`config.mk`:
```
export PLATFORM = sky130hd
export DESIGN_NAME = z3_slave_sequencer
export DESIGN_NICKNAME = d
export VERILOG_FILES = /design/src/rtl/z3_slave_sequencer.sv
export SDC_FILE = /design/constraint.sdc
export NUM_CORES = 1
export LEC_CHECK = 0
export ABC_CLOCK_PERIOD_IN_PS = 4100
export BUFFER_PORTS_ARGS = -buffer_cell sky130_fd_sc_hd__clkbuf_2
export CAP_MARGIN = 20
export CORE_MARGIN = 1.5
export CORE_UTILIZATION = 57
export CTS_CLUSTER_DIAMETER = 150
export DETAILED_ROUTE_END_ITERATION = 8
export PLACE_DENSITY = 0.86
export SKIP_CTS_REPAIR_TIMING = 1
export SLEW_MARGIN = 30
export SYNTH_ARGS = -nofsm -noshare
export SYNTH_HDL_FRONTEND = slang
export SYNTH_SLANG_ARGS = --single-unit
```
`constraint.sdc`:
```
create_clock -name CLK -period 4.1 [get_ports CLK]
set_clock_uncertainty 0.05 [all_clocks]
set_input_delay 0.205 -clock CLK [delete_from_list [all_inputs] [get_ports CLK]]
set_output_delay 0.205 -clock CLK [all_outputs]
set_load 0.03 [all_outputs]
```
`src/rtl/z3_slave_sequencer.sv`:
```
// Zorro III slave cycle sequencer: walks one bus cycle from FCS through data
// phase to DTACK or BERR, with per-cycle timeout and a saturating error count.
module z3_slave_sequencer #(
  parameter int NUM_REGIONS   = 5,
  parameter int TIMEOUT       = 200,
  parameter int TO_W          = 8,
  parameter int DTACK_HOLDOFF = 1
) (
  input  logic                   CLK,
  input  logic                   RESET,
  input  logic                   FCS_n,
  input  logic                   MATCH,
  input  logic                   VALIDSPACE,
  input  logic                   READ,
  input  logic [3:0]             DS_n,
  input  logic [NUM_REGIONS-1:0] region_sel,
  input  logic [NUM_REGIONS-1:0] region_ack,
  output logic [NUM_REGIONS-1:0] region_req,
  output logic                   dtack,
  output logic                   berr,
  output logic                   busy,
  output logic [7:0]             err_count
);

  typedef enum logic [2:0] {S_IDLE, S_START, S_DATA, S_END, S_ERR} state_t;

  localparam logic [TO_W-1:0] TO_LAST   = TO_W'(TIMEOUT - 1);
  localparam logic [1:0]      HOLD_LAST = (DTACK_HOLDOFF > 0) ? 2'(DTACK_HOLDOFF - 1) : 2'd0;

  state_t                 state_q, state_d;
  logic [NUM_REGIONS-1:0] req_q, req_d;
  logic                   unmapped_q, unmapped_d;
  logic [TO_W-1:0]        to_q, to_d;
  logic [1:0]             hold_q, hold_d;
  logic                   dtack_q, dtack_d;
  logic                   berr_q, berr_d;
  logic                   busy_q, busy_d;
  logic [7:0]             err_q, err_d, err_inc;

  // Lowest-index region wins when the decode overlaps.
  function automatic logic [NUM_REGIONS-1:0] first_one(input logic [NUM_REGIONS-1:0] v);
    first_one = '0;
    for (int i = NUM_REGIONS - 1; i >= 0; i--) begin
      if (v[i]) begin
        first_one    = '0;
        first_one[i] = 1'b1;
      end
    end
  endfunction

  assign err_inc = (err_q == 8'hFF) ? err_q : err_q + 8'd1;

  always_comb begin
    state_d    = state_q;
    req_d      = req_q;
    unmapped_d = unmapped_q;
    to_d       = to_q;
    hold_d     = hold_q;
    dtack_d    = dtack_q;
    berr_d     = berr_q;
    err_d      = err_q;
    case (state_q)
      S_IDLE: begin
        dtack_d = 1'b0;
        berr_d  = 1'b0;
        req_d   = '0;
        to_d    = '0;
        hold_d  = '0;
        if (!FCS_n && MATCH && VALIDSPACE) begin
          state_d    = S_START;
          req_d      = first_one(region_sel);
          unmapped_d = (region_sel == '0);
        end
      end
      S_START: begin
        if (FCS_n) begin
          state_d = S_IDLE;
          req_d   = '0;
        end else if (READ || DS_n != 4'hF) begin
          if (unmapped_q) begin
            state_d = S_ERR;
            berr_d  = 1'b1;
            err_d   = err_inc;
          end else begin
            state_d = S_DATA;
            to_d    = '0;
          end
        end
      end
      S_DATA: begin
        // Ack is checked before the timeout so a same-edge ack completes the cycle.
        if (FCS_n) begin
          state_d = S_IDLE;
          req_d   = '0;
          to_d    = '0;
        end else if (|(region_ack & req_q)) begin
          state_d = S_END;
          hold_d  = '0;
          dtack_d = (DTACK_HOLDOFF == 0);
        end else if (to_q == TO_LAST) begin
          state_d = S_ERR;
          berr_d  = 1'b1;
          err_d   = err_inc;
          to_d    = '0;
        end else begin
          to_d = to_q + TO_W'(1);
        end
      end
      S_END: begin
        if (FCS_n) begin
          state_d = S_IDLE;
          dtack_d = 1'b0;
          req_d   = '0;
          hold_d  = '0;
          to_d    = '0;
        end else if (!dtack_q) begin
          if (hold_q == HOLD_LAST) dtack_d = 1'b1;
          else                     hold_d  = hold_q + 2'd1;
        end
      end
      S_ERR: begin
        if (FCS_n) begin
          state_d = S_IDLE;
          berr_d  = 1'b0;
          req_d   = '0;
        end
      end
      default: state_d = S_IDLE;
    endcase
    busy_d = (state_d != S_IDLE);
  end

  always_ff @(posedge CLK or posedge RESET) begin
    if (RESET) begin
      state_q    <= S_IDLE;
      req_q      <= '0;
      unmapped_q <= 1'b0;
      to_q       <= '0;
      hold_q     <= '0;
      dtack_q    <= 1'b0;
      berr_q     <= 1'b0;
      busy_q     <= 1'b0;
      err_q      <= '0;
    end else begin
      state_q    <= state_d;
      req_q      <= req_d;
      unmapped_q <= unmapped_d;
      to_q       <= to_d;
      hold_q     <= hold_d;
      dtack_q    <= dtack_d;
      berr_q     <= berr_d;
      busy_q     <= busy_d;
      err_q      <= err_d;
    end
  end

  assign region_req = req_q;
  assign dtack      = dtack_q;
  assign berr       = berr_q;
  assign busy       = busy_q;
  assign err_count  = err_q;

endmodule

```
==> results by group, run 1 <==
Run status
  – Outcome: completed

Place
  – Port-buffer cells: 35
  – Post-Place Worst Slack: between 2 and 2.5 ns
  – Detailed Place HPWL: around 2.6 mm
  – DP Area: 0.00183 sq mm
  – GPL Wtd Cong: between 0.8 and 0.9
  – Dpl cells: roughly 230

Clocking
  – Clock Path Buffers: 2
  – Clk root buf: clkbuf_4
  – TritonCTS clock tree: yes
  – Worst-skew pair later-pin latency: about 0.34 ns
  – Clk sink count: 30
  – Worst-path clk slew: ~0.09 ns
  – Num CTS Buffers: 5
  – CTS H-tree depth: 2

Logic synthesis
  – Top area cells in the synthesized netlist: dfrtp_1 (46%), a22o_1 (3.2%), xor2_1 (3.2%)
  – Syn avg cell area: about 9.9 sq um
  – Synth unique cells: 48
  – Cell count after synthesis: about 160
  – Post-Syn Nets: about 190
  – Post-synth top area share: a little under half
  – Flops & latches, synth: 30
  – Main synth FF type: dfrtp_1
  – YS warnings: 0
  – Post-synth EDFFs: 0
  – Area leader, netlist: dfrtp_1
  – Post-synth ARST share: 100%
  – List of most frequent post-synthesis cells: dfrtp_1 (30), inv_1 (11), nand2_1 (11)
  – Sequential fraction of the synthesis area: a little under half
  – Mapped Area: 0.00163 sq mm
  – Count leader, synth: dfrtp_1

Die
  – Die span in y: 56.5 microns
  – Initial Utilization: slightly below 60%
  – Cell row count: 19
  – Die width: ~57 microns
  – Floorplan core area: around 0.0027 sq mm
  – Top-Level Pins: 36
  – Die area: 0.00319 sq mm

Power and ir drop
  – Pint: 0.505 mW
  – Clock power frac: between 20 and 30%
  – Flop pwr share: between 40% and 50%
  – Switching pwr: 0.254 mW
  – Sw Ratio: 33.5%
  – Power density over cell area: between 300 and 400 mW/mm^2
  – PnR Total Power: around 0.76 mW
  – LEAKAGE: 0.929 nW
  – Logic pwr share: 24.2%
  – Worst VDD drop: roughly 0.36 mV

Route
  – Post-route ant nets: 0
  – DRC violations left: 0
  – DR vias: around 1500
  – Drt total wl: 3.53 mm
  – Iteration count of the initial detailed-routing pass: 4
  – Vias per cell: 6.23
  – Drt initial violations: 32
  – DR WL/cell: 15.0 microns

STA
  – Fmax: 473 MHz
  – RSZ-0062 raised after global routing: no
  – Worst Max-Slew Pin Slew: ~0.61 ns
  – Fin crit period: about 2.1 ns
  – Period utilization: between 50 and 60%
  – Final Hold Violating Endpoints: 0
  – Setup TNS: 0 ns
  – Max Slew Vio Count: 0
  – Worst hold slack: slightly above 0.06 ns
  – Final Worst Setup Slack: between 1.5 and 2 ns
  – Setup violations, final: 0
  – Slew headroom: 59.2%

Critical path
  – Worst EP arrival: roughly 2.3 ns
  – Setup crit end kind: flip-flop
  – Setup crit start kind: flip-flop
  – Reg-to-reg setup timing slack: a little under 2 ns
  – Critical Path RT: 4.28 ns
  – Worst-case reg-to-reg path depth: 6
  – Critical R2R Capture: err_count[1]
  – Beginning of the critical path: to_q[0]
  – Worst reg2reg startpoint: to_q[0]
  – Critical path peak fanout: 7
  – WS Path Type: reg2reg

Layout
  – Final core utilization: 70.1%
  – Reg area: roughly 750 sq um
  – Number of diodes: 0
  – Share of layout cells above drive strength 1: 25.5%
  – Fin area: 0.00192 sq mm
  – Fin cells: 235
  – FILL cells: 213
  – Nets@finish: approximately 230
  – Multi-input logic area: 821 sq um
  – P&R area growth vs syn: 17.4%

GRT
  – Antenna violations before repair: 0
  – First-pass GRT wire length: between 6 and 7 mm
  – Total GRT Usage: ~25%
  – Vias in the first global route: 1369
  – Largest net degree at the start of global routing: 31
  – Gr ovfl total: 0

Hold path
  – Hold EP: region_req[2]
  – Hold Path Cell Cnt: 2
  – Hold path startpoint: region_sel[2]
  – HP Class: in2reg

Job
  – Max Cap Violations: 0
## how the worst max path moves through the flow
stage / end / slack [ns] / cells after the start
floorplan: err_count[1] / 2.14 / 5
CTS: err_count[1] / 2.00 / 6
detailed placement: err_count[1] / 2.01 / 6
global route: hold_q[0] / 1.82 / 5
finish: err_count[1] / 1.99 / 6
global placement: hold_q[0] / 2.06 / 5
## flip-flops by register name (all words and copies together) (netlist names)
signal and cells:
err_count 8, to_q 8, region_req 5, state_q 3
hold_q 2, berr 1, busy 1, dtack 1
unmapped_q 1
## final cells by class
class / count / area share, %
clock buffers: 8 / 4.11
inverters: 11 / 2.16
multi-input cells: 119 / 42.8
flip-flops and latches: 30 / 39.2
well taps: 31 / 2.02
repair buffers: 36 / 9.67
## layout by cell type (no fill, tap or decap), types with 2 or more instances in the layout
cell	n
nor3_1	7
clkbuf_4	5
inv_1	10
nor2b_1	2
nor3b_1	2
a21boi_0	2
clkbuf_8	3
a221oi_1	2
nand3_1	10
o21ai_0	8
xor2_1	6
a21oi_1	8
dfrtp_1	30
nand2b_1	4
nor2_1	7
clkbuf_2	35
o31ai_1	2
ha_1	3
a311o_1	2
o21a_1	2
and3_1	5
nor4_1	3
a22o_1	6
or3_1	2
a31oi_1	2
nand4_1	2
nand2_1	11
## layer usage
metal | GRT usage (%) | vias up | wire length [microns]
li1 | - | 696 | -
met1 | 32.9 | 710 | 1620
met2 | 37.7 | 50 | 1670
met3 | 5.76 | 8 | 156
met5 | 0 | - | 0
met4 | 13.6 | 0 | 78
## worst max-delay path: stages, from the launching register on
cell	delay (ns)
dfrtp_1	0.40
ha_1	0.23
nand4_1	0.15
nor4_4	0.37
a31oi_4	0.19
or2_1	0.30
mux2_4	0.31
## logic make-up (layout without fill, tap and decap cells)
group | Yosys count | count (layout) | synth area share (%)
buffers and inverters | 15 | 55 | 3.68
multiplexers | 3 | 3 | 2.22
XOR/XNOR | 7 | 7 | 3.76
flip-flops | 30 | 30 | 46.0
adder cells (fa/ha/maj) | 3 | 3 | 2.30
AO/OA/AOI/OAI | 45 | 45 | 21.4
AND/OR/NAND/NOR | 61 | 61 | 20.6
## power groups by stage
stage,combinational (mW),clock (mW),sequential [mW]
6_report,0.184,0.218,0.358
5_1_grt,0.200,0.236,0.364
3_5_place_dp,0.183,0,0.362
2_1_floorplan,0.0929,0,0.396
3_3_place_gp,0.177,0,0.360
4_1_cts,0.183,0.223,0.356
No activity file was read; power rests on OpenSTA's default activity.
==> run 2: changes to the inputs <==
Settings changed: ABC_AREA from default to 1, ABC_CLOCK_PERIOD_IN_PS 4100 to 2000, CORE_UTILIZATION 57 to 55, PLACE_DENSITY 0.86 to 0.82.
Clock period 4.1 ns to 2 ns, I/O delays scaled along.
==> results by group, run 2 <==
Run status
  – Outcome: completed

Place
  – Port-buffer cells: 35 (unchanged)
  – GPL Wtd Cong: 0.908 (+2.8%)
  – Dpl cells: 362 (+60%)
  – Detailed Place HPWL: 3.17 mm (+23%)
  – Post-Place Worst Slack: 0.172 ns (-1.84 ns)

Layout
  – FILL cells: 309 (+45%)
  – Share of layout cells above drive strength 1: 17.3% (-8.2 points)
  – P&R area growth vs syn: 19.8%
  – Fin cells: 376 (+60%)
  – Number of diodes: 0 (unchanged)
  – Commonest non-fill, non-tap cell in the layout: nand2_1
  – Nets@finish: 352 (+56%)
  – Commonest cells after routing, fill and taps aside: nand2_1 (97), inv_1 (38), clkbuf_2 (35), nand3_1 (30), dfrtp_1 (30)

Clocking
  – TritonCTS clock tree: yes
  – Worst-path clk slew: 0.10 ns (about the same)
  – Clock Path Buffers: 2 (unchanged)
  – Worst-skew pair later-pin latency: 0.33 ns (about the same)
  – Clk sink count: 30 (unchanged)
  – Num CTS Buffers: 5 (unchanged)
  – CTS H-tree depth: 2 (unchanged)
  – Clk root buf: clkbuf_4

STA
  – Setup violations, final: 0 (unchanged)
  – Slew headroom: 75.3% (+16 points)
  – Fin crit period: 1.73 ns (-0.383 ns)
  – Worst hold slack: 0.125 ns (+0.0627 ns)
  – Max Slew Vio Count: 0 (unchanged)
  – Period utilization: 86.4% (+35 points)
  – Final Hold Violating Endpoints: 0 (unchanged)
  – Fmax: 578 MHz (+22%)
  – Worst Max-Slew Pin Slew: 0.371 ns (-0.240 ns)
  – Setup TNS: 0 ns (unchanged)
  – RSZ-0062 raised after global routing: no
  – Final Worst Setup Slack: 0.271 ns (-1.72 ns)

Critical path
  – Worst path top cell family by delay: simple AND/OR/NAND/NOR gates
  – Critical path peak fanout: 12 (+5)
  – Worst path bufs/invs: 1 (+1)
  – Slowest stage cell, crit path: dfrtp_1
  – Setup crit start kind: flip-flop
  – CP cell instances: ha_1 > nand2_1 > inv_1 > nand2_1 > nor2_1 > nand2_1 > nand2_2 > nand3_4 > nand2_1 > nand2_1
  – Critical Path RT: 2.18 ns (-2.10 ns)
  – Crit path largest cell delay: 0.41 ns (about the same)
  – Cell mode on critical path: nand2_1
  – WS Path Type: reg2reg
  – Worst EP arrival: 1.90 ns (-0.39 ns)
  – Setup crit end kind: flip-flop
  – Reg-to-reg setup timing slack: 0.27 ns (-1.72 ns)

Logic synthesis
  – Top area cells in the synthesized netlist: dfrtp_1 (39%), nand2_1 (19%), nand3_1 (7.9%)
  – Area leader, netlist: dfrtp_1
  – Sequential fraction of the synthesis area: 39.3% (-6.7 points)
  – Post-synth top area share: 39.3% (-6.7 points)
  – List of most frequent post-synthesis cells: nand2_1 (98), inv_1 (38), dfrtp_1 (30), nand3_1 (30), nor2_1 (28)
  – Cell count after synthesis: 281 (+71%)
  – Post-synth ARST share: 100% (unchanged)
  – Synth unique cells: 25 (-48%)
  – Main synth FF type: dfrtp_1
  – YS warnings: 0 (unchanged)
  – Post-Syn Nets: 304 (+63%)
  – Post-synth EDFFs: 0 (unchanged)
  – Syn avg cell area: 6.79 sq um (-32%)
  – Flops & latches, synth: 30 (unchanged)
  – Count leader, synth: nand2_1
  – Mapped Area: 0.00191 sq mm (+17%)

Route
  – Drt total wl: 4.27 mm (+21%)
  – DR vias: 1922 (+31%)
  – Iteration count of the initial detailed-routing pass: 4 (unchanged)
  – Drt initial violations: 87 (+170%)
  – Vias per cell: 5.11 (-18%)
  – DRC violations left: 0 (unchanged)
  – DR WL/cell: 11.4 microns (-24%)
  – Post-route ant nets: 0 (unchanged)

GRT
  – Gr ovfl total: 0 (unchanged)
  – Antenna violations before repair: 0 (unchanged)
  – Vias in the first global route: 1658 (+21%)
  – Total GRT Usage: 24.6% (-0.29 points)
  – Largest net degree at the start of global routing: 31 (unchanged)
  – First-pass GRT wire length: 6.93 mm (+14%)

Die
  – Initial Utilization: 57.2% (-2.5 points)
  – Floorplan core area: 0.00334 sq mm (+22%)
  – Top-Level Pins: 36 (unchanged)
  – Die area: 0.00383 sq mm (+20%)
  – Die span in y: 61.9 microns (+9.6%)
  – Die width: 61.9 microns (+9.6%)
  – Cell row count: 21 (+2)

Power and ir drop
  – Worst VDD drop: 0.460 mV (+27%)
  – LEAKAGE: 1.29 nW (+39%)
  – Power density over cell area: 677 mW/mm^2 (+71%)

Hold path
  – HP Class: in2reg

Job
  – Max Cap Violations: 0 (unchanged)
run 2: cell type report:
type	count	area, sq um	share of cell area, %
tap	46	57.6	2.52
inverter	40	150	6.56
timing repair buffer	43	250	10.9
sequential	30	751	32.8
multi-input combinational	209	1000	43.7
clock buffer	8	78.8	3.45
run 2: where the power goes:
| part | switching [mW] | total (mW) | internal, mW |
|---|---|---|---|
| registers | 0.0567 | 0.709 | 0.652 |
| logic | 0.263 | 0.392 | 0.129 |
| clock network | 0.208 | 0.448 | 0.240 |
run 2: stage by stage:
stage / power, mW / area, sq um / util (%)
after floorplan: 0.987 / 1910 / -
after global placement: 1.09 / 2150 / 64.3
after detailed placement: 1.10 / 2150 / 64.3
after CTS: 1.55 / 2220 / 66.7
after global routing: 1.64 / 2290 / 68.5
final: 1.55 / 2290 / 68.5
run 2: path summary, 6_finish.rpt:
path / from / endpoint / depth (start not counted)
hold reg to reg: hold_q[1] / hold_q[1] / 2
setup reg to reg: to_q[0] / err_count[3] / 10
setup / recovery: to_q[0] / err_count[3] / 10
min in group asynchronous: RESET / hold_q[1] / 4
max in group asynchronous: RESET / to_q[6] / 4
hold / removal: MATCH / region_req[1] / 5
run 2: worst reg2reg max path, cell delays in order, from the launching register on:
cell     delay (ns)
dfrtp_1        0.41
ha_1           0.21
nand2_1        0.08
inv_1          0.08
nand2_1        0.05
nor2_1         0.13
nand2_1        0.08
nand2_2        0.22
nand3_4        0.15
nand2_1        0.10
nand2_1        0.05
run 2: per-layer routing:
layer	share of wire (%)	wire, microns	GRT usage, %
met5	0	0	0
met4	1.4	59	9.12
met3	4.6	195	6.83
met2	50	2130	40.5
met1	44	1890	31.0
run 2: cell families (layout without fill, tap and decap cells):
kind of cell / Yosys count / after routing / share of synthesized area [%]
AND/OR/NAND/NOR: 180 / 180 / 41.9
buffers and inverters: 42 / 91 / 8.45
flip-flops: 30 / 30 / 39.3
AO/OA/AOI/OAI: 21 / 21 / 6.03
XOR/XNOR: 5 / 5 / 2.29
adder cells (fa/ha/maj): 3 / 3 / 1.97
